### src/rtl/pll_reset_sequencer.sv
// PLL reset sequencer: PLL reset pulse, lock qualification, staged core/peripheral release.
// Optional WAIT_LOCK watchdog that re-resets the PLL is built when PLL_RST_SEQ_WDOG_EN is defined.
module pll_reset_sequencer #(
    parameter int unsigned PLL_RST_CYCLES = 8,
    parameter int unsigned STABLE_CYCLES  = 1024,
    parameter int unsigned STAGE_GAP      = 16,
    parameter int unsigned LOCK_TIMEOUT   = 65535,
    parameter int unsigned CNT_W          = 16,
    parameter int unsigned LOSS_CNT_W     = 8
) (
    input  logic                  clock,
    input  logic                  reset,
    input  logic                  locked,
    output logic                  pll_resetb,
    output logic                  core_reset,
    output logic                  periph_reset,
    output logic                  ready,
    output logic                  lock_lost,
    output logic [LOSS_CNT_W-1:0] loss_count,
    output logic                  lock_timeout
);

    typedef enum logic [2:0] {
        PLLRST    = 3'd0,
        WAIT_LOCK = 3'd1,
        STABLE    = 3'd2,
        REL_CORE  = 3'd3,
        RUN       = 3'd4
    } state_e;

    localparam longint unsigned CNT_LIMIT = 64'd1 << CNT_W;
    localparam logic [CNT_W-1:0] PLL_RST_LAST = CNT_W'(PLL_RST_CYCLES - 1);
    localparam logic [CNT_W-1:0] STABLE_LAST  = CNT_W'(STABLE_CYCLES - 1);
    localparam logic [CNT_W-1:0] GAP_LAST     = CNT_W'(STAGE_GAP - 1);

    // Every cycle count must be non-zero and representable in the shared counter.
    if (PLL_RST_CYCLES == 0 || STABLE_CYCLES == 0 || STAGE_GAP == 0 ||
        longint'(PLL_RST_CYCLES) > CNT_LIMIT || longint'(STABLE_CYCLES) > CNT_LIMIT ||
        longint'(STAGE_GAP) > CNT_LIMIT || longint'(LOCK_TIMEOUT) >= CNT_LIMIT) begin : g_bad_params
        $error("pll_reset_sequencer: cycle parameter out of range for CNT_W");
    end

    logic [1:0]            sync_q;
    logic                  lock_s;
    state_e                state_q, state_d;
    logic [CNT_W-1:0]      cnt_q, cnt_d;
    logic                  lock_lost_q, lock_lost_d;
    logic [LOSS_CNT_W-1:0] loss_count_q, loss_count_d;
    logic                  pll_resetb_q, core_reset_q, periph_reset_q, ready_q;
    logic                  loss;

    assign lock_s = sync_q[1];
    assign loss   = !lock_s && (state_q == REL_CORE || state_q == RUN);

`ifdef PLL_RST_SEQ_WDOG_EN
    logic lock_timeout_q, lock_timeout_d;
`endif

    // NOTE: every signal gets a default first so no path through this block infers a latch.
    always_comb begin
        state_d      = state_q;
        cnt_d        = cnt_q + 1'b1;
        lock_lost_d  = lock_lost_q;
        loss_count_d = loss_count_q;
`ifdef PLL_RST_SEQ_WDOG_EN
        lock_timeout_d = lock_timeout_q;
`endif
        unique case (state_q)
            PLLRST: begin
                if (cnt_q == PLL_RST_LAST) begin
                    state_d = WAIT_LOCK;
                    cnt_d   = '0;
                end
            end
            WAIT_LOCK: begin
                if (lock_s) begin
                    state_d = STABLE;
                    cnt_d   = '0;
                end
`ifdef PLL_RST_SEQ_WDOG_EN
                else if (cnt_q == CNT_W'(LOCK_TIMEOUT)) begin
                    state_d        = PLLRST;
                    cnt_d          = '0;
                    lock_timeout_d = 1'b1;
                end
`else
                else begin
                    cnt_d = '0;
                end
`endif
            end
            STABLE: begin
                // A lock drop before release only restarts qualification; it is not a loss.
                if (!lock_s) begin
                    state_d = WAIT_LOCK;
                    cnt_d   = '0;
                end else if (cnt_q == STABLE_LAST) begin
                    state_d = REL_CORE;
                    cnt_d   = '0;
                end
            end
            REL_CORE: begin
                if (cnt_q == GAP_LAST) begin
                    state_d = RUN;
                    cnt_d   = '0;
                end
            end
            RUN: begin
                cnt_d = '0;
            end
            default: begin
                state_d = PLLRST;
                cnt_d   = '0;
            end
        endcase

        // Overrides the REL_CORE->RUN step when both fall on the same cycle.
        if (loss) begin
            state_d     = WAIT_LOCK;
            cnt_d       = '0;
            lock_lost_d = 1'b1;
            if (loss_count_q != '1) begin
                loss_count_d = loss_count_q + 1'b1;
            end
        end
    end

    // NOTE: sequential state uses non-blocking assignments so all flops update from the same pre-edge values.
    always_ff @(posedge clock) begin
        if (reset) begin
            sync_q         <= '0;
            state_q        <= PLLRST;
            cnt_q          <= '0;
            lock_lost_q    <= 1'b0;
            loss_count_q   <= '0;
            pll_resetb_q   <= 1'b0;
            core_reset_q   <= 1'b1;
            periph_reset_q <= 1'b1;
            ready_q        <= 1'b0;
        end else begin
            sync_q         <= {sync_q[0], locked};
            state_q        <= state_d;
            cnt_q          <= cnt_d;
            lock_lost_q    <= lock_lost_d;
            loss_count_q   <= loss_count_d;
            // Outputs are decoded from the next state so they change together with it.
            pll_resetb_q   <= (state_d != PLLRST);
            core_reset_q   <= !(state_d == REL_CORE || state_d == RUN);
            periph_reset_q <= (state_d != RUN);
            ready_q        <= (state_d == RUN);
        end
    end

`ifdef PLL_RST_SEQ_WDOG_EN
    always_ff @(posedge clock) begin
        if (reset) begin
            lock_timeout_q <= 1'b0;
        end else begin
            lock_timeout_q <= lock_timeout_d;
        end
    end
    assign lock_timeout = lock_timeout_q;
`else
    assign lock_timeout = 1'b0;
`endif

    assign pll_resetb   = pll_resetb_q;
    assign core_reset   = core_reset_q;
    assign periph_reset = periph_reset_q;
    assign ready        = ready_q;
    assign lock_lost    = lock_lost_q;
    assign loss_count   = loss_count_q;

endmodule

### config.mk
export PLATFORM = sky130hd
export DESIGN_NAME = pll_reset_sequencer
export DESIGN_NICKNAME = d
export VERILOG_FILES = /design/src/rtl/pll_reset_sequencer.sv
export SDC_FILE = /design/constraint.sdc
export NUM_CORES = 1
export LEC_CHECK = 0
export ABC_AREA = 1
export CORE_ASPECT_RATIO = 0.9
export CORE_MARGIN = 4
export CORE_UTILIZATION = 45
export CTS_CLUSTER_SIZE = 28
export DETAILED_ROUTE_END_ITERATION = 8
export GPL_TIMING_DRIVEN = 0
export PLACE_DENSITY_LB_ADDON = 0.1
export SYNTH_ARGS = -nofsm -noshare
export SYNTH_HDL_FRONTEND = slang
export SYNTH_SLANG_ARGS = --single-unit
### constraint.sdc
create_clock -name clock -period 2 [get_ports clock]
set_clock_uncertainty 0.05 [all_clocks]
set_input_delay 0.6 -clock clock [delete_from_list [all_inputs] [get_ports clock]]
set_output_delay 0.6 -clock clock [all_outputs]
set_load 0.05 [all_outputs]
## Yosys cells after proc, flatten, opt, wreduce, memory -nomap -nowiden

Index checks and enable logic that the tools add are counted.

| operators by class | value |
|---|---|
| $add $sub $neg | 2 |
| multiply operators | 0 |
| divide/modulo/power cells | 0 |
| $lt $le $gt $ge | 0 |
| equality and inequality tests | 11 |
| shift operators | 0 |
| multiplexer cells | 12 |
| bitwise gates (word level) | 0 |
| reduce and logical (&&, ||, !) cells | 9 |

Operators by type and width:

| operator | number |
|---|---|
| $mux W16 | 4 |
| $pmux W16 S3 | 1 |
| $mux W3 | 6 |
| $add A16 B1 Y16 const B | 1 |
| $eq A16 B10 Y1 const B | 1 |
| $eq A16 B3 Y1 const B | 1 |
| $eq A16 B4 Y1 const B | 1 |
| $pmux W3 S5 | 1 |
| $eq A3 B2 Y1 const B | 3 |
| $add A8 B1 Y8 const B | 1 |
| $ne A8 B8 Y1 const B | 1 |
| $eq A3 B3 Y1 const B | 2 |
| $eq A3 B1 Y1 const B | 1 |
| $logic_not A3 Y1 | 1 |
| $ne A3 B3 Y1 const B | 1 |
| $reduce_bool A3 Y1 | 1 |
| $logic_not A1 Y1 | 2 |
| $logic_or A1 B1 Y1 | 2 |
| $reduce_and A2 Y1 | 1 |
| $reduce_or A2 Y1 | 1 |
| $logic_and A1 B1 Y1 | 1 |

| storage, ports and cells | value |
|---|---|
| register bits after elaboration | 34 |
| bits in latches | 0 |
| bits in writable memories | 0 |
| bits in read-only memories | 0 |
| input port bits | 3 |
| output and inout bits | 14 |
| memories kept | 0 |

## Depth between registers and ports, before layout

Gate-level depths: netlist (run 1).

| logic depth | value |
|---|---|
| depth in word-level cells | 8 |
| gate-level depth with buffers | 11 |
| gate-level depth less buffers | 11 |

## Least setup slack after synthesis (run 1)

OpenSTA, ideal clock, no wires.

| timing | value |
|---|---|
| path type | register to register |
| from | reg loss_count_q[1], in the netlist loss_count[1] |
| to | reg loss_count_q[3], in the netlist loss_count[3] |
| data arrival time | 1.725 ns |
| required time | 1.833 ns |
| setup slack | 0.108 ns |
| stages on the path, launching flop included | 9 |
| period minus slack after synthesis | 1.892 ns |
| cell sequence | dfxtp_1 ha_1 nand3_1 nor2_1 nand3_1 nand3_2 inv_1 a21oi_1 nor2_1 |

| between the ends | value |
|---|---|
| cells in the longest elaborated chain, start to end | 2 |

RTL lines:

| element | line | text |
|---|---|---|
| start: declaration | 48 | `logic [LOSS_CNT_W-1:0] loss_count_q, loss_count_d;` |
| start signal: assignment | 145 | `loss_count_q <= loss_count_d;` |
| parallel branches: the longest is 2 deep, another holds $add A8 B1 Y8 | -- |  |

Parallel ways; which one is timed is not known.
A chain may end at the register's enable or synchronous reset.

## Worst setup path after layout (run 1)

| timing | value |
|---|---|
| from | reg loss_count_q[4], in the netlist loss_count[4] |
| to | out loss_count[4] |

RTL lines:

| element | line | text |
|---|---|---|
| end: declaration | 19 | `output logic [LOSS_CNT_W-1:0] loss_count,` |

No word-level cell between the ends.

==> results by group, run 1 <==
Synthesis
  – Synth Instances: 232
  – Post-synthesis sequential area ratio: 40.6%
  – Syn_area_per_cell: 7.22 um2
  – Library cells used by synthesis: 25
  – Yosys reg bits: 34
  – Post-synthesis net count: 237
  – YS warnings: 0
  – Syn Std Cell Area: 0.00168 mm2

Setup path
  – WS Path Type: reg2out
  – WP data arrival: 1.24 ns
  – WP data required: 1.35 ns
  – Slowest stage delay, CP: 0.55 ns
  – CP top delay family: buffers and inverters
  – FF-to-FF Start: loss_count[0]
  – RR Endpoint: loss_count[2]
  – Worst Path Buf+Inv: 1
  – CP endpoint kind: output port
  – Cell Chain, Critical Path: dlygate4sd2_1
  – FF-to-FF path depth: 9
  – Highest-delay cell along the critical path: dlygate4sd2_1
  – CP Max Fanout: 5
  – Setup crit start kind: flip-flop
  – Reg-to-reg slack, setup: 0.31 ns

Finish
  – Layout overhead on the synthesized area: 17.8%
  – Antenna cells: 0
  – Share of layout cells above drive strength 1: 9.02%
  – Post-layout nets: 259
  – Commonest non-fill, non-tap cell in the layout: nand2_1
  – Most frequent cells in the layout: 44 x nand2_1, 43 x nor2_1, 34 x dfxtp_1
  – Multi-input logic area: 845 um2
  – Register area: 681 um2
  – Fillcell total: 352

Global routing
  – Total GRT Usage: 14.9%
  – Pin count of the biggest net entering global routing: 11
  – Vias in the first global route: 1294
  – Global-route wire length before repair: 5490 um
  – Initial antenna violation count: 0
  – Total gr overflow: 0

Floorplanning
  – Full die area: 0.00476 mm2
  – Initial core utilization: 48.2%
  – # rows: 20
  – Die Y: 65.9 um
  – Die X: 72.3 um
  – Core Region: 0.00348 mm2
  – # IOs: 17

Placed design
  – GPL Wtd Cong: 0.754
  – Placement Setup Slack: 0.0135 ns
  – Post-DP HPWL: 2380 um
  – Buffers on Ports: 15

Power and ir drop
  – Peak supply drop: 471 uV
  – Lkg Pwr: 0.927 nW
  – Cell area power density: 673 mW/mm2

Timing
  – RSZ-0062 raised after global routing: false
  – Final WS setup: 0.109 ns
  – Post-route setup TNS: 0 ns
  – Hold slack: 0.362 ns
  – Final Max Tran Viols: 0
  – Final min period: 1.89 ns
  – Final Hold Viols: 0
  – Fin crit share: 94.6%
  – Final setup viols: 0
  – FMAX: 529 MHz

Routing
  – DR vias/cell: 4.70
  – DR WL/cell: 10.3 um
  – Wire length after detailed routing: 3080 um
  – Initial DRC count: 64
  – DRC: 0
  – Via Count: 1406
  – ANT nets after route: 0
  – Router iterations before antenna repair: 4

Clock tree
  – Post-CTS Setup Inserts: 0
  – CTS tree: done
  – H-tree depth: 2
  – Post-CTS Hold Buffers: 0
  – Clock tree buffer depth: 2
  – Reg clk slew, reported paths: 0.07 ns
  – Worst skew pair latency: 0.29 ns
  – Num CTS Buffers: 5
  – Post-cts gate resize count: 13
  – Clock Sinks: 34
  – CTS Root Cell: clkbuf_8

Worst hold path
  – Hold crit path type: reg2reg
  – Hold path depth: 2
  – Hold Path End: sync_q[1]
  – Hold_sp: sync_q[0]

Run
  – Max-cap violations: 0

Outcome
  – Status: finished, final reports clean
## cells by family (layout without fill, tap and decap cells)
logic type	after synthesis	count (layout)	share of synthesized area, %
AND/OR/NAND/NOR	125	125	33.4
adder cells (fa/ha/maj)	2	2	1.49
buffers and inverters	37	60	8.96
flip-flops	34	34	40.6
AO/OA/AOI/OAI	16	16	6.42
XOR/XNOR	17	17	8.89
other	1	1	0.224
## synth_stat cells (all sizes together)
| library cell | count | area [um2] |
|---|---|---|
| a21oi | 11 | 66.3 |
| buf | 2 | 18.8 |
| clkbuf | 1 | 3.75 |
| conb | 1 | 3.75 |
| dfxtp | 34 | 681 |
| ha | 2 | 25.0 |
| inv | 34 | 128 |
| nand2 | 50 | 208 |
| nand3 | 18 | 100 |
| nand3b | 1 | 7.51 |
| nand4 | 7 | 43.8 |
| nor2 | 44 | 168 |
| nor3 | 4 | 20.0 |
| nor3b | 1 | 12.5 |
| o211ai | 1 | 21.3 |
| o21ai | 4 | 20.0 |
| xnor2 | 3 | 26.3 |
| xor2 | 14 | 123 |
## per-layer routing
metal | part of all wire [%] | global-route usage [%] | vias to the layer above | routed length [um]
met4 | 0.55 | 5.63 | 0 | 17
li1 | - | - | 766 | -
met1 | 52 | 20.0 | 615 | 1610
met5 | 0 | 0 | - | 0
met3 | 4.7 | 5.47 | 2 | 145
met2 | 42 | 21.6 | 23 | 1310
## power by group
part           switching (mW)  internal [mW]  total, mW  leakage, nW
logic                  0.0301         0.0197     0.0498        0.595
registers             0.00698          0.686      0.693        0.275
clock network           0.238          0.347      0.586       0.0575
## flip-flops by register name, summed over array words and instances (netlist names)
name / flops
cnt_q: 16
core_reset: 1
lock_lost: 1
loss_count: 8
periph_reset: 1
pll_resetb: 1
ready: 1
state_q: 3
sync_q: 2
## area by class of cell
type                       count  share of cell area [%]
tap                           44                    2.79
multi-input combinational    161                    42.8
inverter                      34                    6.46
buffer                         3                    1.14
clock buffer                   8                    5.58
timing repair buffer          15                    6.78
sequential                    34                    34.5
## stage by stage
step | power (mW) | util [%] | area [um2] | cells
floorplan | 0.746 | - | 1680 | 232
global placement | 0.758 | 54.1 | 1880 | 291
detailed placement | 0.759 | 54.1 | 1880 | 291
CTS | 1.35 | 56.8 | 1970 | 299
global route | 1.39 | 56.8 | 1970 | 299
finish | 1.33 | 56.8 | 1970 | 299
## worst max-delay path by stage
stage	startpoint	to	slack [ns]	cells past startpoint
after detailed placement	reset	cnt_q[5]	0.01	7
after global placement	reset	cnt_q[5]	0.03	7
final	loss_count[4]	loss_count[4]	0.11	1
after global routing	loss_count[4]	loss_count[4]	0.04	1
after CTS	loss_count[4]	loss_count[4]	0.09	1
after floorplan	loss_count[1]	loss_count[3]	0.11	8
Power figures use the tool's default switching activity.
==> inputs of run 2 (changes only) <==
--- a/config.mk
+++ b/config.mk
@@ -12,7 +12,9 @@
 export CTS_CLUSTER_SIZE = 28
 export DETAILED_ROUTE_END_ITERATION = 8
 export GPL_TIMING_DRIVEN = 0
+export MAX_ROUTING_LAYER = met4
 export PLACE_DENSITY_LB_ADDON = 0.1
+export REMOVE_ABC_BUFFERS = 1
 export SYNTH_ARGS = -nofsm -noshare
 export SYNTH_HDL_FRONTEND = slang
 export SYNTH_SLANG_ARGS = --single-unit
==> constraint.sdc (replaced) <==
create_clock -name clock -period 2.3 [get_ports clock]
set_clock_uncertainty 0.05 [all_clocks]
set_input_delay 0.69 -clock clock [delete_from_list [all_inputs] [get_ports clock]]
set_output_delay 0.69 -clock clock [all_outputs]
set_load 0.05 [all_outputs]
==> results by group, run 2 (same netlist as run 1, synthesis figures left out) <==
Timing
  – Slew headroom: 66.2%
  – RSZ-0062 raised after global routing: false (unchanged)
  – Final WS setup: 0.0646 ns (was 0.109 ns)
  – Post-route setup TNS: 0 ns (unchanged)
  – Fin crit share: 97.2%
  – FMAX: 447 MHz
  – Final Hold Viols: 0 (unchanged)
  – Final min period: 2.24 ns
  – Final Max Tran Viols: 0 (unchanged)
  – Final setup viols: 0 (unchanged)
  – Worst Tran Pin Value: 0.507 ns

Setup path
  – Slowest stage delay, CP: 0.82 ns (was 0.55 ns)
  – Highest-delay cell along the critical path: clkdlybuf4s50_1 (was dlygate4sd2_1)
  – WS Path Type: reg2out (unchanged)
  – CP top delay family: buffers and inverters (unchanged)
  – CP endpoint kind: output port (unchanged)
  – Setup crit start kind: flip-flop (unchanged)
  – WP data arrival: 1.50 ns (was 1.24 ns)
  – Worst Path Buf+Inv: 1 (unchanged)
  – Cell Chain, Critical Path: clkdlybuf4s50_1 (was dlygate4sd2_1)
  – CP Max Fanout: 4 (was 5)
  – WP data required: 1.56 ns (was 1.35 ns)

Clock tree
  – Num CTS Buffers: 5 (unchanged)
  – CTS tree: done (unchanged)
  – Clock tree buffer depth: 2 (unchanged)
  – Clock Sinks: 34 (unchanged)
  – H-tree depth: 2 (unchanged)
  – Reg clk slew, reported paths: 0.07 ns (about the same)
  – Worst skew pair latency: 0.28 ns (was 0.29 ns)
  – Post-CTS Setup Inserts: 0 (unchanged)
  – CTS Root Cell: clkbuf_8 (unchanged)

Placed design
  – Post-DP HPWL: 2370 um (was 2380 um)
  – Placement Setup Slack: -0.0117 ns (was 0.0135 ns)
  – GPL Wtd Cong: 0.779 (was 0.754)
  – Buffers on Ports: 15 (unchanged)

Floorplanning
  – Die Y: 65.9 um (unchanged)
  – Initial core utilization: 48.2% (unchanged)
  – # IOs: 17 (unchanged)
  – Die X: 72.3 um (unchanged)
  – # rows: 20 (unchanged)
  – Full die area: 0.00476 mm2 (unchanged)
  – Core Region: 0.00348 mm2 (unchanged)

Routing
  – Router iterations before antenna repair: 4 (unchanged)
  – DR vias/cell: 4.80 (was 4.70)
  – DRC: 0 (unchanged)
  – Wire length after detailed routing: 3140 um (was 3080 um)
  – Via Count: 1422 (was 1406)
  – Initial DRC count: 113 (was 64)
  – DR WL/cell: 10.6 um (was 10.3 um)
  – ANT nets after route: 0 (unchanged)

Finish
  – Number of flip-flops in the largest register: 16 (unchanged)
  – Antenna cells: 0 (unchanged)
  – Most frequent cells in the layout: 44 x nand2_1, 43 x nor2_1, 34 x dfxtp_1 (unchanged)
  – Commonest non-fill, non-tap cell in the layout: nand2_1 (unchanged)
  – Post-layout nets: 256 (was 259)
  – Largest register by flop count: cnt_q (unchanged)
  – Share of layout cells above drive strength 1: 7.94% (was 9.02%)
  – Layout overhead on the synthesized area: 17.3% (was 17.8%)

Global routing
  – Met3 usage: 6.38% (was 5.47%)
  – Total GRT Usage: 16.4% (was 14.9%)
  – Vias in the first global route: 1364 (was 1294)
  – Routing usage on met1: 22.5% (was 20.0%)
  – Pin count of the biggest net entering global routing: 13 (was 11)
  – Total gr overflow: 0 (unchanged)
  – Initial antenna violation count: 0 (unchanged)
  – Most Crowded Layer GR: met1 (was met2)
  – Met2 GRT Util: 22.4% (was 21.6%)
  – Global-route wire length before repair: 5960 um (was 5490 um)

Power and ir drop
  – Peak supply drop: 437 uV (was 471 uV)
  – Cell area power density: 554 mW/mm2 (was 673 mW/mm2)
  – Lkg Pwr: 0.969 nW (was 0.927 nW)

Run
  – Max-cap violations: 0 (unchanged)

Outcome
  – Status: finished, final reports clean (unchanged)

Worst hold path
  – Hold crit path type: reg2reg (unchanged)
run 2: cell types whose count changed in the layout (fill, tap and decap cells not counted):
cell             change
clkinv_2             +1
dlymetal6s2s_1       +6
buf_6                -1
clkdlybuf4s50_1      +7
buf_4                -1
dlygate4sd2_1       -13
clkbuf_8             -2
run 2: final cells by class:
| class | instances | area (um2) |
|---|---|---|
| Fill cell | 324 | 1510 |
| Timing Repair Buffer | 15 | 165 |
| Multi-Input combinational cell | 161 | 845 |
| Clock inverter | 1 | 5.00 |
| Clock buffer | 7 | 86.3 |
| Inverter | 34 | 128 |
| Tap cell | 44 | 55.1 |
| Sequential cell | 34 | 681 |
run 2: through the flow:
step | std cells | hold slack, ns | total power, mW | area (um2) | util [%]
6_report | 296 | 0.356 | 1.09 | 1960 | 56.5
5_1_grt | 296 | 0.411 | 1.15 | 1960 | 56.5
4_1_cts | 296 | 0.362 | 1.11 | 1950 | 56.0
3_5_place_dp | 288 | 0.351 | 0.656 | 1860 | 53.4
3_3_place_gp | 288 | 0.344 | 0.655 | 1860 | 53.4
2_1_floorplan | 229 | 0.338 | 0.643 | 1650 | -
run 2: timing repair:
| item | in CTS | in global routing |
|---|---|---|
| setup endpoints to repair | 0 | 6 |
| hold buffers | 0 | 0 |
| resized for setup | 0 | 6 |
run 2: path summary, 6_finish.rpt:
check,end,start,cells past startpoint,slack (ns)
worst max-delay path,loss_count[6],loss_count[6],1,0.06
worst min-delay path,sync_q[1],sync_q[0],2,0.36
worst max register to register,loss_count[3],loss_count[1],8,0.64
worst min register to register,sync_q[1],sync_q[0],2,0.36
run 2: report_power, final:
part	switching (mW)	total, mW	leakage (nW)	internal (mW)
clock	0.204	0.445	0.0482	0.241
sequential	0.00631	0.603	0.275	0.596
combinational	0.0262	0.0398	0.646	0.0136
total	0.237	1.09	0.969	0.851
run 2: per-layer routing:
layer | wire (um) | up-vias
met5 | 0 | -
met4 | 17 | 0
met3 | 162 | 2
met2 | 1290 | 31
met1 | 1670 | 627
li1 | - | 762
run 2: tightest hold or removal path, delay by kind of cell, from the launching register on:
family | cells | cell delay, ns
flops | 1 | 0.30
buf+inv | 1 | 0.04
simple gates | 1 | 0.03
==> inputs of run 3 (changes only) <==
--- a/config.mk
+++ b/config.mk
@@ -6,8 +6,8 @@
 export NUM_CORES = 1
 export LEC_CHECK = 0
 export ABC_AREA = 1
+export ABC_CLOCK_PERIOD_IN_PS = 2300
 export CORE_ASPECT_RATIO = 0.9
-export CORE_MARGIN = 4
 export CORE_UTILIZATION = 45
 export CTS_CLUSTER_SIZE = 28
 export DETAILED_ROUTE_END_ITERATION = 8
==> results by group, run 3 (same netlist as run 1, synthesis figures left out) <==
Routing
  – Wire length after detailed routing: 3090 um (was 3140 um)
  – DR WL/cell: 10.5 um (was 10.6 um)
  – Router iterations before antenna repair: 4 (unchanged)
  – ANT nets after route: 0 (unchanged)
  – DRC: 0 (unchanged)
  – Via Count: 1408 (was 1422)
  – Initial DRC count: 77 (was 113)
  – DR vias/cell: 4.76 (was 4.80)

Finish
  – Post-route cell area: 0.00195 mm2 (was 0.00196 mm2)
  – Largest register by flop count: cnt_q (unchanged)
  – Final Core Density: 56.5% (about the same)
  – Non-filler cells, final: 296 (unchanged)
  – Post-layout nets: 256 (unchanged)
  – Most frequent cells in the layout: 44 x nand2_1, 43 x nor2_1, 34 x dfxtp_1 (unchanged)
  – Fillcell total: 326 (was 324)
  – Layout overhead on the synthesized area: 16.4% (was 17.3%)
  – Antenna cells: 0 (unchanged)
  – Share of layout cells above drive strength 1: 7.94% (unchanged)
  – Number of flip-flops in the largest register: 16 (unchanged)
  – Commonest non-fill, non-tap cell in the layout: nand2_1 (unchanged)

Placed design
  – Dpl cells: 288 (unchanged)
  – DP Area: 0.00186 mm2 (unchanged)
  – Placement Setup Slack: -0.0612 ns (was -0.0117 ns)
  – GPL Wtd Cong: 0.852 (was 0.779)
  – Buffers on Ports: 15 (unchanged)
  – Post-DP HPWL: 2290 um (was 2370 um)

Timing
  – Final Max Tran Viols: 0 (unchanged)
  – Slew headroom: 66.4% (was 66.2%)
  – RSZ-0062 raised after global routing: false (unchanged)
  – Final setup viols: 0 (unchanged)
  – Fin crit share: 98.3% (was 97.2%)
  – FMAX: 442 MHz (was 447 MHz)
  – Post-route setup TNS: 0 ns (unchanged)
  – Final WS setup: 0.0398 ns (was 0.0646 ns)
  – Final min period: 2.26 ns (was 2.24 ns)
  – Worst Tran Pin Value: 0.503 ns (was 0.507 ns)
  – Final Hold Viols: 0 (unchanged)

Setup path
  – Worst Path Buf+Inv: 1 (unchanged)
  – Slowest stage delay, CP: 0.83 ns (was 0.82 ns)
  – CP Max Fanout: 5 (was 4)
  – FF-to-FF Start: loss_count[1] (unchanged)
  – CP endpoint kind: output port (unchanged)
  – FF-to-FF path depth: 9 (was 8)
  – CP top delay family: buffers and inverters (unchanged)
  – WP data arrival: 1.52 ns (was 1.50 ns)
  – Cell Chain, Critical Path: clkdlybuf4s50_1 (unchanged)
  – WP data required: 1.56 ns (about the same)
  – RR Endpoint: loss_count[2] (was loss_count[3])
  – Reg-to-reg slack, setup: 0.61 ns (was 0.64 ns)
  – WS Path Type: reg2out (unchanged)
  – Highest-delay cell along the critical path: clkdlybuf4s50_1 (unchanged)
  – Setup crit start kind: flip-flop (unchanged)

Clock tree
  – Clock Sinks: 34 (unchanged)
  – Worst skew pair latency: 0.29 ns (was 0.28 ns)
  – Clock tree buffer depth: 2 (unchanged)
  – H-tree depth: 2 (unchanged)
  – CTS tree: done (unchanged)
  – Reg clk slew, reported paths: 0.07 ns (about the same)
  – Post-CTS Setup Inserts: 0 (unchanged)
  – CTS Root Cell: clkbuf_8 (unchanged)
  – Num CTS Buffers: 5 (unchanged)

Global routing
  – Met2 GRT Util: 24.8% (was 22.4%)
  – Vias in the first global route: 1222 (was 1364)
  – Pin count of the biggest net entering global routing: 13 (unchanged)
  – Total gr overflow: 0 (unchanged)
  – Global-route wire length before repair: 5370 um (was 5960 um)
  – Met3 usage: 4.58% (was 6.38%)
  – Total GRT Usage: 19.0% (was 16.4%)
  – Routing usage on met1: 26.4% (was 22.5%)
  – Initial antenna violation count: 0 (unchanged)
  – Most Crowded Layer GR: met1 (unchanged)

Floorplanning
  – Full die area: 0.00397 mm2 (was 0.00476 mm2)
  – Initial core utilization: 48.5% (was 48.2%)
  – # IOs: 17 (unchanged)
  – Die Y: 59.9 um (was 65.9 um)
  – # rows: 20 (unchanged)
  – Die X: 66.3 um (was 72.3 um)
  – Core Region: 0.00345 mm2 (was 0.00348 mm2)

Worst hold path
  – Hold crit path type: reg2reg (unchanged)
  – Hold path depth: 2 (unchanged)
  – Hold_sp: sync_q[0] (unchanged)
  – Hold Path End: sync_q[1] (unchanged)

Outcome
  – Status: finished, final reports clean (unchanged)

Power and ir drop
  – Cell area power density: 565 mW/mm2 (was 554 mW/mm2)
  – Lkg Pwr: 0.880 nW (was 0.969 nW)
  – Peak supply drop: 366 uV (was 437 uV)

Run
  – Max-cap violations: 0 (unchanged)
-- run 3: changes by cell type in the layout (fill, tap and decap cells not counted) --
cell	delta
clkdlybuf4s50_1	+4
dlymetal6s2s_1	-5
dlygate4sd2_1	+1
-- run 3: how the worst max path moves through the flow --
stage | start | to | cells past startpoint
after floorplan | loss_count[1] | loss_count[3] | 8
after global routing | loss_count[2] | loss_count[2] | 1
after global placement | reset | cnt_q[0] | 6
after detailed placement | reset | cnt_q[7] | 6
after CTS | loss_count[5] | loss_count[5] | 1
final | loss_count[2] | loss_count[2] | 1
-- run 3: power by group --
| group | switching [mW] | total [mW] | internal (mW) |
|---|---|---|---|
| registers | 0.00642 | 0.603 | 0.596 |
| clock network | 0.219 | 0.461 | 0.241 |
| logic | 0.0254 | 0.0389 | 0.0135 |
| total | 0.251 | 1.10 | 0.851 |
-- run 3: through the flow --
stage	hold WS (ns)	power (mW)
after floorplan	0.338	0.643
after global placement	0.350	0.655
after detailed placement	0.346	0.656
after CTS	0.355	1.12
after global routing	0.383	1.14
final	0.355	1.10
-- run 3: layout make-up --
cell class / instances / area (um2) / area share, %
flip-flops and latches: 34 / 681 / 34.9
repair buffers: 15 / 151 / 7.76
inverters: 34 / 128 / 6.54
clock inverters: 1 / 5.00 / 0.257
multi-input cells: 161 / 845 / 43.3
clock buffers: 7 / 86.3 / 4.43
well taps: 44 / 55.1 / 2.82
-- run 3: repair_timing --
action / in CTS / in global routing
endpoints found under the setup margin: 1 / 1
pin swaps: 0 / 0
hold buffers: 0 / 0
resized for setup: 1 / 1
-- run 3: worst register-to-register path: stages (launching register included) --
cell and delay (ns):
dfxtp_1 0.35, ha_1 0.22, nand3_1 0.13, nor2_1 0.07, nand3_1 0.09, nand3_2 0.17
inv_1 0.24, nand2_1 0.07, o21ai_0 0.14, nor2_1 0.05
-- run 3: layer usage --
layer	part of all wire, %	vias up
li1	-	758
met1	55	617
met2	39	25
met3	3.5	8
met4	2.5	0
met5	0	-
